$ cat src/rtl/chess_turn_controller.sv
// Two-player chess clock sequencer: owns the turn FSM and the timer tick prescaler,
// and arbitrates timeout, surrender and turn-switch events into a latched result.
module chess_turn_controller #(
   parameter int unsigned TICK_DIV   = 100000000,
   parameter int unsigned MOVE_CNT_W = 8
) (
   input  logic                  clk,
   input  logic                  reset,
   input  logic                  start,
   input  logic                  switch_turn,
   input  logic                  surrender_player1,
   input  logic                  surrender_player2,
   input  logic                  p1_timeout,
   input  logic                  p2_timeout,
   output logic                  load_timers,
   output logic                  tick_p1,
   output logic                  tick_p2,
   output logic                  player_turn,
   output logic                  game_over,
   output logic [MOVE_CNT_W-1:0] move_count,
   output logic                  player1_green_led,
   output logic                  player2_green_led,
   output logic                  player1_red_led,
   output logic                  player2_red_led
);

   localparam int unsigned PRESC_W = (TICK_DIV > 1) ? $clog2(TICK_DIV) : 1;
   localparam logic [PRESC_W-1:0] PRESC_LAST = PRESC_W'(TICK_DIV - 1);

   typedef enum logic [1:0] {IDLE, RUN, PAUSE, OVER} state_e;

   state_e                state_q, state_d;
   logic [PRESC_W-1:0]    presc_q, presc_d;
   logic                  start_q, switch_q, sur1_q, sur2_q;
   logic                  load_q, load_d;
   logic                  tick1_q, tick1_d, tick2_q, tick2_d;
   logic                  turn_q, turn_d;
   logic                  over_q, over_d;
   logic [MOVE_CNT_W-1:0] cnt_q, cnt_d;
   logic                  g1_q, g1_d, g2_q, g2_d, r1_q, r1_d, r2_q, r2_d;

   logic start_rise_c, switch_rise_c, sur1_rise_c, sur2_rise_c;
   logic p1_loses_c;

   assign start_rise_c  = start & ~start_q;
   assign switch_rise_c = switch_turn & ~switch_q;
   assign sur1_rise_c   = surrender_player1 & ~sur1_q;
   assign sur2_rise_c   = surrender_player2 & ~sur2_q;

   // Next-state, prescaler and result arbitration
   always_comb begin
      state_d    = state_q;
      presc_d    = presc_q;
      load_d     = 1'b0;
      tick1_d    = 1'b0;
      tick2_d    = 1'b0;
      turn_d     = turn_q;
      over_d     = over_q;
      cnt_d      = cnt_q;
      g1_d       = g1_q;
      g2_d       = g2_q;
      r1_d       = r1_q;
      r2_d       = r2_q;
      p1_loses_c = 1'b0;

      case (state_q)
         IDLE: begin
            if (start_rise_c) begin
               load_d  = 1'b1;
               turn_d  = 1'b0;
               presc_d = '0;
               state_d = RUN;
            end
         end
         RUN, PAUSE: begin
            if (p1_timeout || p2_timeout) begin
               // Double timeout is charged to the player on move
               p1_loses_c = (p1_timeout && p2_timeout) ? ~turn_q : p1_timeout;
               r1_d    = p1_loses_c;
               g2_d    = p1_loses_c;
               r2_d    = ~p1_loses_c;
               g1_d    = ~p1_loses_c;
               over_d  = 1'b1;
               state_d = OVER;
            end else if (sur1_rise_c || sur2_rise_c) begin
               r1_d    = sur1_rise_c;
               r2_d    = sur2_rise_c;
               g1_d    = ~sur1_rise_c;
               g2_d    = ~sur2_rise_c;
               over_d  = 1'b1;
               state_d = OVER;
            end else if (state_q == RUN) begin
               if (!start) begin
                  state_d = PAUSE;
               end else if (switch_rise_c) begin
                  turn_d  = ~turn_q;
                  presc_d = '0;
                  if (cnt_q != '1) cnt_d = cnt_q + MOVE_CNT_W'(1);
               end else if (!load_q) begin
                  // Prescaler holds during the timer-load cycle
                  if (presc_q == PRESC_LAST) begin
                     presc_d = '0;
                     tick1_d = ~turn_q;
                     tick2_d = turn_q;
                  end else begin
                     presc_d = presc_q + PRESC_W'(1);
                  end
               end
            end else if (start) begin
               state_d = RUN;
            end
         end
         OVER: begin
         end
         default: state_d = IDLE;
      endcase
   end

   // State and output registers
   always_ff @(posedge clk) begin
      if (!reset) begin
         state_q  <= IDLE;
         presc_q  <= '0;
         start_q  <= 1'b0;
         switch_q <= 1'b0;
         sur1_q   <= 1'b0;
         sur2_q   <= 1'b0;
         load_q   <= 1'b0;
         tick1_q  <= 1'b0;
         tick2_q  <= 1'b0;
         turn_q   <= 1'b0;
         over_q   <= 1'b0;
         cnt_q    <= '0;
         g1_q     <= 1'b0;
         g2_q     <= 1'b0;
         r1_q     <= 1'b0;
         r2_q     <= 1'b0;
      end else begin
         state_q  <= state_d;
         presc_q  <= presc_d;
         start_q  <= start;
         switch_q <= switch_turn;
         sur1_q   <= surrender_player1;
         sur2_q   <= surrender_player2;
         load_q   <= load_d;
         tick1_q  <= tick1_d;
         tick2_q  <= tick2_d;
         turn_q   <= turn_d;
         over_q   <= over_d;
         cnt_q    <= cnt_d;
         g1_q     <= g1_d;
         g2_q     <= g2_d;
         r1_q     <= r1_d;
         r2_q     <= r2_d;
      end
   end

   assign load_timers       = load_q;
   assign tick_p1           = tick1_q;
   assign tick_p2           = tick2_q;
   assign player_turn       = turn_q;
   assign game_over         = over_q;
   assign move_count        = cnt_q;
   assign player1_green_led = g1_q;
   assign player2_green_led = g2_q;
   assign player1_red_led   = r1_q;
   assign player2_red_led   = r2_q;

endmodule

$ cat config.mk
export PLATFORM = sky130hd
export DESIGN_NAME = chess_turn_controller
export DESIGN_NICKNAME = d
export VERILOG_FILES = /design/src/rtl/chess_turn_controller.sv
export SDC_FILE = /design/constraint.sdc
export NUM_CORES = 1
export LEC_CHECK = 0
export CAP_MARGIN = 20
export CORE_ASPECT_RATIO = 1.4
export CORE_UTILIZATION = 51
export CTS_BUF_LIST = sky130_fd_sc_hd__clkbuf_16
export CTS_CLUSTER_DIAMETER = 120
export DETAILED_ROUTE_END_ITERATION = 8
export PLACE_DENSITY = 0.72
export SYNTH_ARGS = -nofsm -noshare
export SYNTH_HDL_FRONTEND = slang
export SYNTH_SLANG_ARGS = --single-unit
$ cat constraint.sdc
create_clock -name clk -period 2.3 [get_ports clk]
set_input_delay 0.46 -clock clk [delete_from_list [all_inputs] [get_ports clk]]
set_output_delay 0.46 -clock clk [all_outputs]
set_load 0.01 [all_outputs]
-- After elaboration in Yosys (flattened, before gate mapping)
Cells that the tools add are included.
- register bits: 50
- input port bits: 8
- word-level logic and storage cells: 99
- add/subtract/negate cells: 2
- equal/unequal tests: 13
- multiplexer cells: 35
- bitwise logic cells: 19
- reductions and logical operators: 14
- operators with widths (cell ; number):
    2-to-1 mux 27 bit ; 8
    one-hot mux 27 bit (2 select lines) ; 1
    adder 27 x 1 -> 27 bit, second input constant ; 1
    equality test 27 bit, second input constant ; 1
    AND reduction 7 bit ; 3
    2-to-1 mux 1 bit ; 18
    inverter 1 bit ; 15
    2-to-1 mux 2 bit ; 6
    != test 2 bit, second input constant ; 6
    != test 5 bit, second input constant ; 2
    OR reduction 9 bit ; 1
    adder 8 x 1 -> 8 bit, second input constant ; 1
    != test 8 bit, second input constant ; 1
    AND 1 bit ; 4
    one-hot mux 2 bit (2 select lines) ; 1
    AND reduction 2 bit ; 2
    AND reduction 4 bit ; 1
    nonzero test 2 bit ; 2
    != test 3 bit, second input constant ; 1
    equality test 2 x 1 -> 1 bit, second input constant ; 1
    equality test 2 bit, second input constant ; 1
    logical NOT 2 bit ; 1
    logical OR 1 bit ; 2
    one-hot mux 1 bit (2 select lines) ; 1
    2 further kinds ; 2

-- Longest topological paths before layout
Gate-level depths: netlist of run 1.
- word-level depth: 9
- mapped depth: 10

-- Least setup slack after synthesis of run 1
Ideal clock, no wire load.
- kind: reg-to-reg
- from: register state_q[0]
- to: register presc_q[13]
- data arrival time: 2.035 ns
- path slack: 0.150 ns
- cell stages (with the launch flop): 10
- period minus slack after synthesis: 2.150 ns
- cell sequence: dfxtp_1 -> inv_1 -> ha_1 -> nor2_1 -> a2111o_1 -> a221o_1 -> buf_4 -> nor4b_4 -> xnor2_1 -> nor2_1
- cells in the longest elaborated chain, start to end: 4
- elaborated cells between the ends (all ways): 13
- those cells by class: eq/ne (8); mux (1); reduce/logical (4)
- RTL lines (what ; line ; text):
    start, declared ; 32 ; state_e state_q, state_d;
    start signal, assigned ; 139 ; state_q <= state_d;
    equality test 2 x 1 -> 1 bit or equality test 2 bit (tied branches) ; 66, 92 ;
    OR reduction 2 bit ; 66 ; case (state_q)
    != test 3 bit (no source line) (tied with other cells) ; n/a ;
    AND reduction 7 bit (no source line) ; n/a ;
    end signal, assigned ; 140 ; presc_q <= presc_d;
    end, declared ; 33 ; logic [PRESC_W-1:0] presc_q, presc_d;
Several ways; a longest one is shown, not always the timed one.
A chain may end at the register's enable or synchronous reset.

-- Worst setup path after layout of run 1
- from: input port start
- to: register presc_q[12]
- cells in the longest elaborated chain, start to end: 3
- elaborated cells between the ends (all ways): 4
- those cells by class: eq/ne (2); bitwise (1); reduce/logical (1)
- RTL lines (what ; line ; text):
    start, declared ; 9 ; input logic start,
    AND 1 bit ; 45 ; assign start_rise_c = start & ~start_q;
    != test 2 bit (no source line) ; n/a ;
    AND reduction 7 bit (no source line) * ; n/a ;
Mark *: on every way between the ends. The rest lies on a longest branch, timed or not.

==> results of run 1 <==
[kinds of logic after synthesis]
family | count (synthesis) | synth area share
AND/OR/NAND/NOR | 149 | 0.335
XOR/XNOR | 26 | 0.0908
adder cells (fa/ha/maj) | 5 | 0.0250
multiplexers | 2 | 0.00798
flip-flops | 50 | 0.399
buffers and inverters | 16 | 0.0304
AO/OA/AOI/OAI | 39 | 0.111
[power groups by stage]
stage	Sequential (mW)	Combinational [mW]	Clock, mW
floorplan	0.998	0.499	0
global placement	0.984	0.812	0
detailed placement	0.985	0.824	0
CTS	0.966	0.831	0.709
global route	0.978	0.906	0.741
finish	0.967	0.824	0.691
[cells in the mapped netlist, types with 2 or more instances]
cell type / n / share of area
nor4_1: 2 / 0.0050
a31oi_1: 2 / 0.0050
buf_4: 2 / 0.0060
o21a_1: 2 / 0.0060
o21ai_0: 8 / 0.016
o21ai_1: 5 / 0.010
ha_1: 5 / 0.025
or3_1: 3 / 0.0075
mux2i_1: 2 / 0.0080
xor2_1: 10 / 0.035
a21boi_0: 2 / 0.0060
xnor2_1: 16 / 0.056
nor4_2: 4 / 0.020
a21boi_1: 6 / 0.018
nor3_2: 2 / 0.0080
dfxtp_1: 50 / 0.40
nand4_1: 12 / 0.030
clkbuf_1: 5 / 0.0075
and3_1: 10 / 0.025
and4_1: 4 / 0.014
o211a_1: 2 / 0.0080
nor2b_1: 11 / 0.027
nand2_1: 33 / 0.049
nor3_1: 5 / 0.010
and2_1: 10 / 0.025
nor2_1: 31 / 0.046
a21oi_1: 6 / 0.012
nand3_1: 10 / 0.020
inv_1: 7 / 0.010
nand2b_1: 4 / 0.010
[metrics by stage]
stage / worst slack (ps) / hold WS (ps)
after floorplan: 150 / 415
after global placement: -65.2 / 441
after detailed placement: -103 / 443
after CTS: 45.5 / 460
after global routing: 39.7 / 498
final: 107 / 459
[state kept, by name, indices dropped and copies added (netlist names)]
signal,flops
player1_red_led,1
player2_green_led,1
player2_red_led,1
presc_q,27
sur1_q,1
state_q,2
player1_green_led,1
load_timers,1
switch_q,1
sur2_q,1
game_over,1
player_turn,1
move_count,8
tick_p2,1
start_q,1
tick_p1,1
[routing by layer]
metal / vias up / global-route usage / share of wire
li1: 1097 / - / -
met1: 986 / 0.239 / 0.40
met2: 54 / 0.398 / 0.53
met3: 17 / 0.0412 / 0.032
met4: 0 / 0.118 / 0.032
met5: - / 0 / 0
[how the worst max path moves through the flow]
stage | from | endpoint | slack, ps | cells after the start
after global placement | start | presc_q[13] | -70 | 8
after floorplan | state_q[0] | presc_q[13] | 150 | 9
final | start | presc_q[12] | 110 | 8
after global routing | start | presc_q[13] | 40 | 8
after detailed placement | start | presc_q[12] | -100 | 8
after CTS | state_q[0] | presc_q[12] | 50 | 9
[worst reg2reg max path, delay by kind of cell, from the launching register on]
family / cells / cell delay (ps)
buf+inv: 2 / 230
compound gates: 2 / 710
flops: 1 / 340
fa+ha+maj: 1 / 180
simple gates: 3 / 430
xor+xnor: 1 / 150
[layout make-up]
type / instances / area share
clock buffer: 5 / 0.0400
clock inverter: 3 / 0.00400
inverter: 7 / 0.00840
multi-input combinational: 221 / 0.460
sequential: 50 / 0.320
tap: 62 / 0.0248
timing repair buffer: 48 / 0.142
==> flow_summary.yaml, run 1 <==
run_status:
  status: "completed"
drt:
  vias: 2154
  antenna_left: 0
  drc: 0
  via_per_inst: 5.44
  wl_per_cell_um: 13.3
  wl_um: 5250
  drtPass1Iterations: 4
  drt_iter0_markers: 69
placement:
  hpwl_um: 4000
  gp_congestion: 0.928
  place_area_um2: 2980
  numPortBuffers: 24
  dp_cells: 388
clock_network:
  cts_root_buf: "clkbuf_16"
  path_clk_slew_ps: 70
  cts_buffer_depth: 2
  post_cts_buffers: 0
  cts.sinks: 50
  htree_levels: 2
  hold_buffers: 0
  cts_resized: 0
  cts_tree: "done"
  clk_latency_ps: 290
  cts_made_buffers: 5
cells_and_area:
  final_area_um2: 3130
  seqCellArea_um2: 1000
  syn_to_final_growth_pct: 24.8
  num_antenna_cells: 0
  final_common_cell: "dfxtp_1"
  fin_util: 0.673
  multi_input_area_um2: 1440
  layout_common_cells: "49 x dfxtp_1, 33 x nand2_1, 31 x nor2_1"
  layout-drive-gt1-share: 0.126
  num-fill-cells: 424
  nets: 346
  fin_cells: 396
sta:
  report.final.slew_viol_count: 0
  setup_viol: 0
  skew_ps: 8.63
  rsz0062_at_grt: "no"
  fin_setup_tns_ps: 0
  hold_viol_final: 0
  finalCriticalPeriod_ps: 2190
  tightest_slew_ps: 351
  fmax_mhz: 456
  fin_crit_sh: 0.953
  slew_headroom: 0.765
hold_path:
  hp-start: "player1_red_led"
  whs_endpoint: "player1_red_led"
  min_path_cells: 2
  worstHoldPathType: "reg2reg"
synth:
  ys_warn_count: 0
  syn_nets: 300
  seq_area_frac_synth: 0.399
  synth-seq-cells: 50
  async_reset_ff_frac: 0
  syn_inst: 287
  yosysUniqueCellTypes: 46
  synth_area_um2: 2510
  avgSynthCellArea_um2: 8.74
  synth_edf_count: 0
  ys.flop_type: "dfxtp_1"
pwr:
  p_leak_nw: 1.18
  p_clk_frac: 0.278
  comb_power_share: 0.332
  finalPower_mw: 2.48
  p_int_mw: 1.71
  seqPwrFrac: 0.390
  vdd.ir_drop.worst_mv: 0.534
  power.density_nw_per_um2: 793
  power_switching_mw: 0.775
  swShare: 0.312
global_routing:
  overflow: 0
  grt_max_degree: 20
  grt_pass1_wl_um: 8910
  grt_pass1_vias: 2102
  antenna_found_initial: 0
  grt_usage: 0.224
floorplan:
  num_rows: 29
  ios: 25
  core_area_um2: 4640
  start_util: 0.540
  die_x_um: 61.3
  dieHeight_um: 85.0
  die_area_um2: 5200
worst_setup_path:
  r2r_slack_ps: 160
  slowest_stage: "clkdlybuf4s50_1"
  endpoint_kind: "flop"
  r2r_cells: 9
  timing.rr.end: "presc_q[12]"
  crit_path_start_kind: "primary input"
  r2r_start: "state_q[0]"
  cp_cell_sequence: "clkdlybuf4s50_1 -> inv_1 -> a2111o_1 -> a221o_1 -> buf_12 -> nor4_2 -> xnor2_1 -> nor2_1"
  crit_type: "in2reg"
  critical_path_required_ps: 2480
  critical_path.max_stage_delay_ps: 470
  path_max_fanout: 16
  crit_family: "compound AO/OA/AOI/OAI gates"
  arrival_ps: 2380
  worstPathBufferInverterCount: 3
job:
  maxCapViolations: 0
No activity file was read; power rests on OpenSTA's default activity.
==> inputs of run 2 (changes only) <==
--- a/config.mk
+++ b/config.mk
@@ -5,7 +5,7 @@
 export SDC_FILE = /design/constraint.sdc
 export NUM_CORES = 1
 export LEC_CHECK = 0
-export CAP_MARGIN = 20
+export CAP_MARGIN = 10
 export CORE_ASPECT_RATIO = 1.4
 export CORE_UTILIZATION = 51
 export CTS_BUF_LIST = sky130_fd_sc_hd__clkbuf_16
==> results of run 2 <==
No change in the layout: final DEF, timing and power equal those of run 1.
==> inputs of run 3 (changes only) <==
--- a/config.mk
+++ b/config.mk
@@ -7,6 +7,7 @@
 export LEC_CHECK = 0
 export CAP_MARGIN = 10
 export CORE_ASPECT_RATIO = 1.4
+export CORE_MARGIN = 2
 export CORE_UTILIZATION = 51
 export CTS_BUF_LIST = sky130_fd_sc_hd__clkbuf_16
 export CTS_CLUSTER_DIAMETER = 120
==> run 3 against run 2 <==
First-iteration DRC count up 32%; power rose by 0.11%; sequential share of layout area up 0.19 points; die area rose by 5.7%; core utilization fell by 2.6 points; critical endpoint is now presc_q[13]; non-clock buffer count decreased by 3; cell count decreased by 0.25%; critical path type unchanged; via count did not move; maximum frequency shrank 0.75%; largest cell class unchanged; cell area is 0.60% lower; clock power hardly changed.
==> flow_summary.yaml, run 3 (same netlist as run 1, synthesis figures left out) <==
pwr:
  p_int_mw: 1.70
  comb_power_share: 0.333
  seqPwrFrac: 0.390
  finalPower_mw: 2.48
  p_leak_nw: 1.15
  vdd.ir_drop.worst_mv: 0.458
  swShare: 0.314
  power.density_nw_per_um2: 799
  power_switching_mw: 0.781
  p_clk_frac: 0.277
hold_path:
  worstHoldPathType: "reg2reg"
floorplan:
  num_rows: 30
  core_area_um2: 4800
  die_x_um: 63.3
  dieHeight_um: 87.0
  start_util: 0.522
  die_area_um2: 5500
  ios: 25
worst_setup_path:
  crit_path_start_kind: "primary input"
  endpoint_kind: "flop"
  crit_type: "in2reg"
  critical_path_required_ps: 2480
  path_max_fanout: 18
  arrival_ps: 2390
  cp_cell_sequence: "clkdlybuf4s50_1 -> inv_1 -> a2111o_1 -> a221o_1 -> buf_12 -> nor4b_4 -> xnor2_1 -> nor2_1"
  critical_path.max_stage_delay_ps: 470
  slowest_stage: "clkdlybuf4s50_1"
global_routing:
  grt_max_degree: 20
  grt_pass1_vias: 2112
  grt_usage: 0.217
  grt_pass1_wl_um: 9510
  overflow: 0
  antenna_found_initial: 0
sta:
  skew_ps: 4.30
  tightest_slew_ps: 384
  hold_viol_final: 0
  finalCriticalPeriod_ps: 2210
  report.final.slew_viol_count: 0
  slew_headroom: 0.742
  fin_crit_sh: 0.961
  setup_viol: 0
  rsz0062_at_grt: "no"
  setup_ws_ps: 90.5
  fmax_mhz: 453
clock_network:
  clk_latency_ps: 290
  cts.sinks: 50
  cts_root_buf: "clkbuf_16"
  cts_made_buffers: 5
  path_clk_slew_ps: 60
  hold_buffers: 0
  cts_tree: "done"
  cts_buffer_depth: 2
  htree_levels: 2
placement:
  numPortBuffers: 24
  pre_cts_slack_ps: -104
  place_area_um2: 2950
  gp_congestion: 0.897
  hpwl_um: 4000
cells_and_area:
  final_area_um2: 3110
  regMostFlops: "presc_q"
  seqCellArea_um2: 1000
  layout_common_cells: "49 x dfxtp_1, 33 x nand2_1, 31 x nor2_1"
  syn_to_final_growth_pct: 24.0
  largest_reg_flops: 27
  nets: 343
  num_antenna_cells: 0
  multi_input_area_um2: 1440
  final_common_cell: "dfxtp_1"
  layout-drive-gt1-share: 0.115
  num-fill-cells: 450
drt:
  wl_per_cell_um: 13.5
  drt_iter0_markers: 91
  antenna_left: 0
  drc: 0
  drtPass1Iterations: 4
  vias: 2154
  via_per_inst: 5.45
  wl_um: 5320
run_status:
  status: "completed"
job:
  maxCapViolations: 0
==> run 3: power by group through the flow <==
stage	registers, mW	logic [mW]	clock network [mW]
floorplan	0.998	0.499	0
global placement	0.983	0.787	0
detailed placement	0.987	0.795	0
CTS	0.966	0.801	0.711
global route	0.974	0.917	0.747
finish	0.968	0.827	0.689
==> run 3: repair_timing <==
item,CTS,global route
gates resized for setup,0,2
endpoints found under the setup margin,0,24
buffers inserted,0,1
==> run 3: layer usage <==
layer	track usage	vias to the layer above	wire length [um]
met3	0.0336	9	150
met4	0.0988	0	130
met1	0.232	1029	2120
met2	0.415	36	2920
met5	0	-	0
li1	-	1080	-
==> run 3: final timing paths <==
kind	from	to	slack, ps	depth (start not counted)
setup / recovery	start	presc_q[13]	90	8
hold / removal	player1_red_led	player1_red_led	460	2
setup reg to reg	state_q[0]	presc_q[13]	120	9
hold reg to reg	player1_red_led	player1_red_led	460	2
==> run 3: layout make-up <==
type	count	area share
Multi-Input combinational cell	221	0.464
Sequential cell	50	0.322
Timing Repair Buffer	45	0.136
Clock buffer	5	0.0402
Tap cell	64	0.0258
Inverter	7	0.00845
Clock inverter	3	0.00362
==> run 3: critical path, delay by kind of cell <==
kind	cells	cell delay [ps]
AOI/OAI and AO/OA	2	760
xor gates and xnor gates	1	140
buffers and inverters	3	700
and+or+nand+nor	2	310
==> run 3: metrics by stage <==
stage | cells | hold slack, ps | utilization | TNS, ps
2_1_floorplan | 287 | 415 | - | 0
3_3_place_gp | 386 | 441 | 0.615 | -384
3_5_place_dp | 386 | 449 | 0.615 | -908
4_1_cts | 394 | 463 | 0.643 | 0
5_1_grt | 395 | 488 | 0.647 | 0
6_report | 395 | 465 | 0.647 | 0
